--- src/rtl/fifo_sync_param_if.sv ---
// Producer/consumer bus of fifo_sync_param: write side, read side and status flags.
// The master modport belongs to the user of the FIFO; the slave modport belongs to the FIFO.
interface fifo_sync_param_if #(
  parameter int unsigned DATA_WIDTH = 10,
  parameter int unsigned ADDR_WIDTH = 8
) ();
  logic [DATA_WIDTH-1:0] Din;
  logic                  WR_EN;
  logic                  RD_EN;
  logic [DATA_WIDTH-1:0] Dout;
  logic                  Dout_valid;
  logic                  full;
  logic                  Empty;
  logic                  almost_full;
  logic                  almost_empty;
  logic [ADDR_WIDTH:0]   count;
  logic                  overflow;
  logic                  underflow;

  modport master (
    output Din, WR_EN, RD_EN,
    input  Dout, Dout_valid, full, Empty, almost_full, almost_empty, count, overflow, underflow
  );

  modport slave (
    input  Din, WR_EN, RD_EN,
    output Dout, Dout_valid, full, Empty, almost_full, almost_empty, count, overflow, underflow
  );
endinterface

--- src/rtl/fifo_sync_param.sv ---
// Parametrised synchronous FIFO with register storage, occupancy count, almost flags,
// sticky overflow/underflow and a selectable standard or first-word-fall-through read port.
module fifo_sync_param #(
  parameter int unsigned DATA_WIDTH = 10,
  parameter int unsigned DEPTH      = 256,
  parameter int unsigned ADDR_WIDTH = 8,
  parameter int unsigned AF_LEVEL   = 240,
  parameter int unsigned AE_LEVEL   = 16,
  parameter int unsigned FWFT       = 0
) (
  input  logic             CLK,
  input  logic             RST,
  input  logic             CLR,
  fifo_sync_param_if.slave bus
);

  localparam logic [ADDR_WIDTH:0]   DepthC  = (ADDR_WIDTH + 1)'(DEPTH);
  localparam logic [ADDR_WIDTH:0]   AfC     = (ADDR_WIDTH + 1)'(AF_LEVEL);
  localparam logic [ADDR_WIDTH:0]   AeC     = (ADDR_WIDTH + 1)'(AE_LEVEL);
  localparam logic [ADDR_WIDTH-1:0] LastPtr = ADDR_WIDTH'(DEPTH - 1);

  logic [DATA_WIDTH-1:0] mem [DEPTH];

  logic [ADDR_WIDTH-1:0] wr_ptr_q, wr_ptr_d;
  logic [ADDR_WIDTH-1:0] rd_ptr_q, rd_ptr_d;
  logic [ADDR_WIDTH:0]   count_q, count_d;
  logic                  full_q, full_d;
  logic                  empty_q, empty_d;
  logic                  af_q, af_d;
  logic                  ae_q, ae_d;
  logic                  ovf_q, ovf_d;
  logic                  unf_q, unf_d;
  logic                  wr_acc, rd_acc;

  always_comb begin
    // A read frees a slot in the same cycle, so a full FIFO still takes a write alongside it.
    rd_acc   = bus.RD_EN && !empty_q && !CLR;
    wr_acc   = bus.WR_EN && (!full_q || rd_acc) && !CLR;
    wr_ptr_d = wr_ptr_q;
    rd_ptr_d = rd_ptr_q;
    count_d  = count_q;
    ovf_d    = ovf_q;
    unf_d    = unf_q;
    if (CLR) begin
      wr_ptr_d = '0;
      rd_ptr_d = '0;
      count_d  = '0;
      ovf_d    = 1'b0;
      unf_d    = 1'b0;
    end else begin
      if (wr_acc) wr_ptr_d = (wr_ptr_q == LastPtr) ? '0 : wr_ptr_q + ADDR_WIDTH'(1);
      if (rd_acc) rd_ptr_d = (rd_ptr_q == LastPtr) ? '0 : rd_ptr_q + ADDR_WIDTH'(1);
      if (wr_acc && !rd_acc) begin
        count_d = count_q + (ADDR_WIDTH + 1)'(1);
      end else if (rd_acc && !wr_acc) begin
        count_d = count_q - (ADDR_WIDTH + 1)'(1);
      end
      if (bus.WR_EN && !wr_acc) ovf_d = 1'b1;
      if (bus.RD_EN && !rd_acc) unf_d = 1'b1;
    end
    full_d  = (count_d == DepthC);
    empty_d = (count_d == '0);
    af_d    = (count_d >= AfC);
    ae_d    = (count_d <= AeC);
  end

  always_ff @(posedge CLK or negedge RST) begin
    if (!RST) begin
      wr_ptr_q <= '0;
      rd_ptr_q <= '0;
      count_q  <= '0;
      full_q   <= 1'b0;
      empty_q  <= 1'b1;
      af_q     <= 1'b0;
      ae_q     <= 1'b1;
      ovf_q    <= 1'b0;
      unf_q    <= 1'b0;
    end else begin
      wr_ptr_q <= wr_ptr_d;
      rd_ptr_q <= rd_ptr_d;
      count_q  <= count_d;
      full_q   <= full_d;
      empty_q  <= empty_d;
      af_q     <= af_d;
      ae_q     <= ae_d;
      ovf_q    <= ovf_d;
      unf_q    <= unf_d;
    end
  end

  // Storage has no reset; contents are meaningless until written.
  always_ff @(posedge CLK) begin
    if (wr_acc) mem[wr_ptr_q] <= bus.Din;
  end

  if (FWFT != 0) begin : g_fwft
    assign bus.Dout       = empty_q ? '0 : mem[rd_ptr_q];
    assign bus.Dout_valid = !empty_q;
  end else begin : g_std
    logic [DATA_WIDTH-1:0] dout_q;
    logic                  dout_valid_q;

    always_ff @(posedge CLK or negedge RST) begin
      if (!RST) begin
        dout_q       <= '0;
        dout_valid_q <= 1'b0;
      end else if (CLR) begin
        dout_q       <= '0;
        dout_valid_q <= 1'b0;
      end else begin
        dout_valid_q <= rd_acc;
        if (rd_acc) dout_q <= mem[rd_ptr_q];
      end
    end

    assign bus.Dout       = dout_q;
    assign bus.Dout_valid = dout_valid_q;
  end

  assign bus.count        = count_q;
  assign bus.full         = full_q;
  assign bus.Empty        = empty_q;
  assign bus.almost_full  = af_q;
  assign bus.almost_empty = ae_q;
  assign bus.overflow     = ovf_q;
  assign bus.underflow    = unf_q;

endmodule

--- src/flat_wrapper.sv ---
// flat-port wrapper written by rule: the top's interface ports become plain ports
module fifo_sync_param_flat 
#(
  parameter int unsigned DATA_WIDTH = 10,
  parameter int unsigned DEPTH      = 256,
  parameter int unsigned ADDR_WIDTH = 8,
  parameter int unsigned AF_LEVEL   = 240,
  parameter int unsigned AE_LEVEL   = 16,
  parameter int unsigned FWFT       = 0
)
  (CLK, RST, CLR, bus_Din, bus_WR_EN, bus_RD_EN, bus_Dout, bus_Dout_valid, bus_full, bus_Empty, bus_almost_full, bus_almost_empty, bus_count, bus_overflow, bus_underflow);
  fifo_sync_param_if #(.DATA_WIDTH(DATA_WIDTH), .ADDR_WIDTH(ADDR_WIDTH)) bus_i ();
  input  logic CLK;
  input  logic RST;
  input  logic CLR;
  input wire logic [$bits(bus_i.Din)-1:0] bus_Din;
  input wire logic [$bits(bus_i.WR_EN)-1:0] bus_WR_EN;
  input wire logic [$bits(bus_i.RD_EN)-1:0] bus_RD_EN;
  output wire logic [$bits(bus_i.Dout)-1:0] bus_Dout;
  output wire logic [$bits(bus_i.Dout_valid)-1:0] bus_Dout_valid;
  output wire logic [$bits(bus_i.full)-1:0] bus_full;
  output wire logic [$bits(bus_i.Empty)-1:0] bus_Empty;
  output wire logic [$bits(bus_i.almost_full)-1:0] bus_almost_full;
  output wire logic [$bits(bus_i.almost_empty)-1:0] bus_almost_empty;
  output wire logic [$bits(bus_i.count)-1:0] bus_count;
  output wire logic [$bits(bus_i.overflow)-1:0] bus_overflow;
  output wire logic [$bits(bus_i.underflow)-1:0] bus_underflow;
  assign bus_i.Din = bus_Din;
  assign bus_i.WR_EN = bus_WR_EN;
  assign bus_i.RD_EN = bus_RD_EN;
  assign bus_Dout = bus_i.Dout;
  assign bus_Dout_valid = bus_i.Dout_valid;
  assign bus_full = bus_i.full;
  assign bus_Empty = bus_i.Empty;
  assign bus_almost_full = bus_i.almost_full;
  assign bus_almost_empty = bus_i.almost_empty;
  assign bus_count = bus_i.count;
  assign bus_overflow = bus_i.overflow;
  assign bus_underflow = bus_i.underflow;
  fifo_sync_param #(.DATA_WIDTH(DATA_WIDTH), .DEPTH(DEPTH), .ADDR_WIDTH(ADDR_WIDTH), .AF_LEVEL(AF_LEVEL), .AE_LEVEL(AE_LEVEL), .FWFT(FWFT)) u_core (.CLK(CLK), .RST(RST), .CLR(CLR), .bus(bus_i));
endmodule
--- config.mk ---
export PLATFORM = sky130hd
export DESIGN_NAME = fifo_sync_param_flat
export DESIGN_NICKNAME = d
export VERILOG_FILES = /design/src/rtl/fifo_sync_param_if.sv /design/src/rtl/fifo_sync_param.sv /design/src/flat_wrapper.sv
export SDC_FILE = /design/constraint.sdc
export NUM_CORES = 2
export LEC_CHECK = 0
export BUFFER_PORTS_ARGS = -buffer_cell sky130_fd_sc_hd__buf_2
export CAP_MARGIN = 25
export CORE_UTILIZATION = 55
export DETAILED_ROUTE_END_ITERATION = 6
export PLACE_DENSITY = 0.71
export SLEW_MARGIN = 20
export SYNTH_ARGS = -nofsm -noshare
export SYNTH_HDL_FRONTEND = slang
export SYNTH_SLANG_ARGS = --single-unit
export TNS_END_PERCENT = 10
--- constraint.sdc ---
create_clock -name CLK -period 3.7 [get_ports CLK]
set_input_delay 0 -clock CLK [delete_from_list [all_inputs] [get_ports CLK]]
set_output_delay 0 -clock CLK [all_outputs]
set_load 0.03 [all_outputs]
# Word level (Yosys, flattened, before mapping)
# Memory sizes are Yosys's and may differ from the RTL's.
# Index checks and enable logic that the tools add are counted.
[word_totals]
out_inout_bits = 26
mem_bits_rw = 2560
memories = 1
reg_bits = 42
in_bits = 15
[op_classes]
n_lt_le_gt_ge = 2
muxes = 18
n_reduce_logical = 19
eq_ne = 3
n_addsub = 4
[memory_table]
columns = ["memory", "depth", "width", "rd", "rd_ports_with_merged_regs", "wr", "line", "source"]
rows = [
  ["u_core.mem", 256, 10, 1, 0, 1, "fifo_sync_param.sv:22", "logic [DATA_WIDTH-1:0] mem [DEPTH];"],
]
[ops]
columns = ["op", "count"]
rows = [
  ["$mux W8", 6],
  ["$mux W9", 3],
  ["$mux W10", 2],
  ["$add A8 B1 Y8 const B", 2],
  ["$eq A8 B8 Y1 const B", 2],
  ["$add A9 B1 Y9 const B", 1],
  ["$eq A9 B9 Y1 const B", 1],
  ["$ge A9 B8 Y1 const B", 1],
  ["$le A9 B5 Y1 const B", 1],
  ["$logic_not A9 Y1", 1],
  ["$sub A9 B1 Y9 const B", 1],
  ["$logic_and A1 B1 Y1", 8],
  ["$reduce_bool A2 Y1", 4],
  ["$mux W1", 7],
  ["$logic_not A1 Y1", 5],
  ["$logic_or A1 B1 Y1", 1],
]

# Longest topological paths before layout
[logic_depth]
depth_word = 12
depth_mapped = 14
depth_no_buf = 9

# Worst setup path after synthesis
# OpenSTA, ideal clock, no wires.
[synth_path]
kind = "register to register"
startpoint = "reg u_core.empty_q (netlist: u_core.bus.Empty)"
endpoint = "mem u_core.mem[104][0] (enable)"
path_stages_with_launch = 10
path_slack_ns = 0.829
n_path_buf = 3
setup_time_ns = 0.376
arrival_time_ns = 2.495
period_less_slack_ns = 2.871
path_cell_list = "dfstp_2 or3b_1 buf_2 inv_2 o21ai_1 buf_2 nor4b_2 nand2_1 clkbuf_1 nor2_1"
[synth_via]
elab_chain_len = 8
[synth_lines]
columns = ["item", "line", "source"]
rows = [
  ["from (decl)", "fifo_sync_param.sv:28", "logic empty_q, empty_d;"],
  ["from (signal assigned)", "fifo_sync_param.sv:83", "empty_q <= empty_d;"],
  ["$logic_not A1 Y1", "fifo_sync_param.sv:37", "rd_acc = bus.RD_EN && !empty_q && !CLR;"],
  ["$logic_and A1 B1 Y1 (2 in series)", "fifo_sync_param.sv:37", ""],
  ["$logic_or A1 B1 Y1", "fifo_sync_param.sv:38", "wr_acc = bus.WR_EN && (!full_q || rd_acc) && !CLR;"],
  ["$logic_and A1 B1 Y1 (2 in series)", "fifo_sync_param.sv:38", ""],
  ["$mux W1", "fifo_sync_param.sv:93", "if (wr_acc) mem[wr_ptr_q] <= bus.Din;"],
  ["$mux W1 (not written as such)", "fifo_sync_param.sv:93", ""],
  ["to (decl)", "fifo_sync_param.sv:22", ""],
]
# Every way passes these cells.

# Worst setup path after layout
[layout_path]
startpoint = "reg u_core.rd_ptr_q[0]"
endpoint = "reg u_core.g_std.dout_q[0] (netlist: u_core.bus.Dout[0])"
[layout_via]
elab_chain_len = 3
[layout_lines]
columns = ["item", "line", "source"]
rows = [
  ["from (decl)", "fifo_sync_param.sv:25", "logic [ADDR_WIDTH-1:0] rd_ptr_q, rd_ptr_d;"],
  ["from (signal assigned)", "fifo_sync_param.sv:80", "rd_ptr_q <= rd_ptr_d;"],
  ["$mem_v2 Z256 W10", "-", ""],
  ["$mux W10", "fifo_sync_param.sv:112", "if (rd_acc) dout_q <= mem[rd_ptr_q];"],
  ["$mux W10", "fifo_sync_param.sv:107", "end else if (CLR) begin"],
  ["to (signal assigned)", "fifo_sync_param.sv:112", ""],
  ["to (decl)", "fifo_sync_param.sv:100", "logic [DATA_WIDTH-1:0] dout_q;"],
]
# Every way passes these cells. The select of a mux whose other input is x is not followed.
# A chain may end at the register's enable or synchronous reset.

==> run metrics <==
WP data arrival=approximately 4.5 ns; Max Clk Rate=270.9 MHz; Mapped Area=102000 µm²; vias after detailed routing=55020; initial antenna violation count=15; crit share post-route=99.78%; Main synth FF type=edfxtp_1; Mapped Cells=approximately 5000; GRT Util Overall=29.66%; delay-heaviest family, CP=compound AO/OA/AOI/OAI gates; VDD IR max=0.4649 mV; TNS Setup=0 ns; input/output buffers=40; via-per-instance ratio=around 6.7; Post-route DRC=0; GPL Wtd Cong=0.9304; # clock sinks=2602; post-synthesis sequential area ratio=76.40%; unrepaired setup endpoints after global routing=no; Max Cap Viol=0; num ports=about 40; Synth Warn #=0; CP startpoint kind=register; initial drt markers=8541; pwr/cell area=roughly 570 nW/µm²; critical path data required time=4.46 ns; syn nets=~5100; Syn-to-layout area delta=13.86%; CTS max path bufs=4; first-pass GRT wire length=just under 400 mm; Die X=around 430 µm; r2r setup slk=0.008 ns; Initial Utilization=55.54%; relative slew slack=21.53%; Row Count=between 150 and 200; flops & latches, synth=around 2600; CP max stage cell=dfrtp_4; Final Max Slew Viols=0; DP HPWL=171.6 mm; commonest non-fill, non-tap cells in the layout=edfxtp_1 (2560), mux4_2 (476), mux2i_1 (407); global route overflow=0; die height=432.6 µm; Clock Latency Late Sink=0.91 ns; Worst Clk Skew=roughly 0.054 ns; max incr delay on CP=0.71 ns; Cell Chain, Critical Path=buf_4, mux4_2, a22o_1, a221oi_1, o22ai_1, nor3_1, or3_1, a311oi_1; Static Leak=36.27 nW; core area=183700 µm²; CTS tree=yes; post-synth cell types=80; setup ws final=0.008017 ns; vias in the first global route=53670; syn_area_per_cell=roughly 20 µm²; final hold vios=0; EDFF count, synth=2560; post-route ant nets=0; DR WL/cell=about 34 µm; largest net degree at the start of global routing=129; commonest non-fill, non-tap cell in the layout=edfxtp_1; Setup CP Type=register to register; clk slew on worst S/H paths=0.06 ns; final WL=275.7 mm; Root Buffer=clkbuf_16; minimum clock period=3.692 ns; die area=approximately 190000 µm²; CTS buffer count=274; CP Max Fanout=22; Crit. End Element=register; layout cells sized above 1=24.24%; status=complete, no violations; Final setup viols=0; worst slew pin tran=between 1 and 1.5 ns; Setup Buffers After CTS=0; ys async rst share=1.614%; Layout Nets=5533; Worst Path Buf+Inv=1; H-tree depth=5; dpl ws=roughly 0.026 ns; Hold Crit Class=primary input to register; drt pass-1 iters=6
[worst paths after layout]
| kind | start | to | cells after the start |
|---|---|---|---|
| hold reg to reg | u_core.bus.Dout[9]$_DFFE_PN0P_ | u_core.bus.Dout[9]$_DFFE_PN0P_ | 2 |
| max in group asynchronous | RST | u_core.rd_ptr_q[1]$_DFFE_PN0P_ | 4 |
| setup / recovery | u_core.rd_ptr_q[0]$_DFFE_PN0P_ | u_core.bus.Dout[0]$_DFFE_PN0P_ | 8 |
| hold / removal | bus_WR_EN | u_core.bus.count[1]$_DFF_PN0_ | 4 |
| setup reg to reg | u_core.rd_ptr_q[0]$_DFFE_PN0P_ | u_core.bus.Dout[0]$_DFFE_PN0P_ | 8 |
| min in group asynchronous | RST | u_core.bus.almost_empty$_DFF_PN1_ | 3 |
[kinds of logic (layout without fill, tap and decap cells)]
| family | count (synthesis) | after routing | share of synthesized area, % |
|---|---|---|---|
| other | 0 | 5 | 0 |
| DFF | 2602 | 2602 | 76.40 |
| and+or+nand+nor | 616 | 616 | 2.663 |
| buffers and inverters | 323 | 963 | 2.058 |
| xor gates and xnor gates | 11 | 11 | 0.09445 |
| AOI/OAI and AO/OA | 594 | 594 | 4.053 |
| adders and majority gates | 7 | 7 | 0.08586 |
| muxes | 896 | 896 | 14.65 |
[metrics by stage]
step	instance area (µm²)	power [W]	instances	hold slack [ns]	util [%]
after CTS	115700	0.06661	8100	0.002138	63.00
after global placement	106800	0.04087	7587	0.2725	58.16
after floorplan	102000	0.03856	5049	-0.2956	-
after detailed placement	107200	0.04098	7625	0.05788	58.35
final	116100	0.06645	8158	0.06198	63.23
after global routing	116100	0.06803	8153	0.07584	63.23
[what timing repair did]
action                                  in CTS  in global routing
hold buffers                                21                  0
endpoints found under the setup margin       1                  1
hold endpoints to repair                  1169                  0
gates cloned                                 0                  0
gates resized for setup                      1                  1
[registers in the layout (all words and copies together), names as in the netlist]
| signal | cells |
|---|---|
| u_core.bus.Dout | 10 |
| u_core.bus.Dout_valid | 1 |
| u_core.bus.Empty | 1 |
| u_core.bus.almost_empty | 1 |
| u_core.bus.almost_full | 1 |
| u_core.bus.count | 9 |
| u_core.bus.full | 1 |
| u_core.bus.overflow | 1 |
| u_core.bus.underflow | 1 |
| u_core.mem | 2560 |
| u_core.rd_ptr_q | 8 |
| u_core.wr_ptr_q | 8 |
[synthesized netlist by cell type, types with 13 or more instances]
cell	count	area (µm²)
clkbuf_1	134	503.0
a31oi_1	21	131.4
edfxtp_1	2560	76870
nor2b_1	19	118.9
o31ai_1	14	105.1
dfrtp_1	40	1001
o22ai_1	116	725.7
o21ai_0	60	300.3
buf_6	60	675.7
a221oi_1	14	122.6
buf_4	19	142.6
nand3_1	34	170.2
nand2b_1	13	81.33
nand2_1	107	401.6
buf_8	13	195.2
a211oi_1	19	142.6
nor2_1	332	1246
mux4_2	476	10720
buf_2	58	290.3
o221ai_1	134	1174
nor3_1	35	175.2
a21oi_1	107	535.5
mux2i_1	407	4074
buf_1	15	56.30
a22oi_1	20	150.1
and2_1	18	112.6
[layer usage]
metal / share of wire (%) / global-route usage, % / vias up
li1: - / - / 21890
met1: 37 / 41.62 / 28660
met2: 46 / 44.88 / 3774
met3: 12 / 7.352 / 680
met4: 4.5 / 12.30 / 16
met5: 0.037 / 0 / -
[power by group]
part	switching, W	leakage [nW]	total (W)	internal (W)
sequential	0.000156	23.6	0.0326	0.0325
combinational	0.00429	8.64	0.00783	0.00354
clock	0.0108	4.07	0.0260	0.0152
[worst register-to-register path, cell delays in order, from the launching register on]
cell	delay (ns)
dfrtp_4	0.71
buf_4	0.50
mux4_2	0.63
a22o_1	0.22
a221oi_1	0.51
o22ai_1	0.20
nor3_1	0.41
or3_1	0.29
a311oi_1	0.12
[area by class of cell]
type / count / area (µm²)
clock inverters: 97 / 843.3
fillers: 12150 / 67530
multi-input cells: 2124 / 22100
diodes: 5 / 12.51
well taps: 2464 / 3083
flip-flops and latches: 2602 / 77950
repair buffers: 494 / 4632
inverters: 15 / 66.31
clock buffers: 357 / 7462
Power figures use the tool's default switching activity.
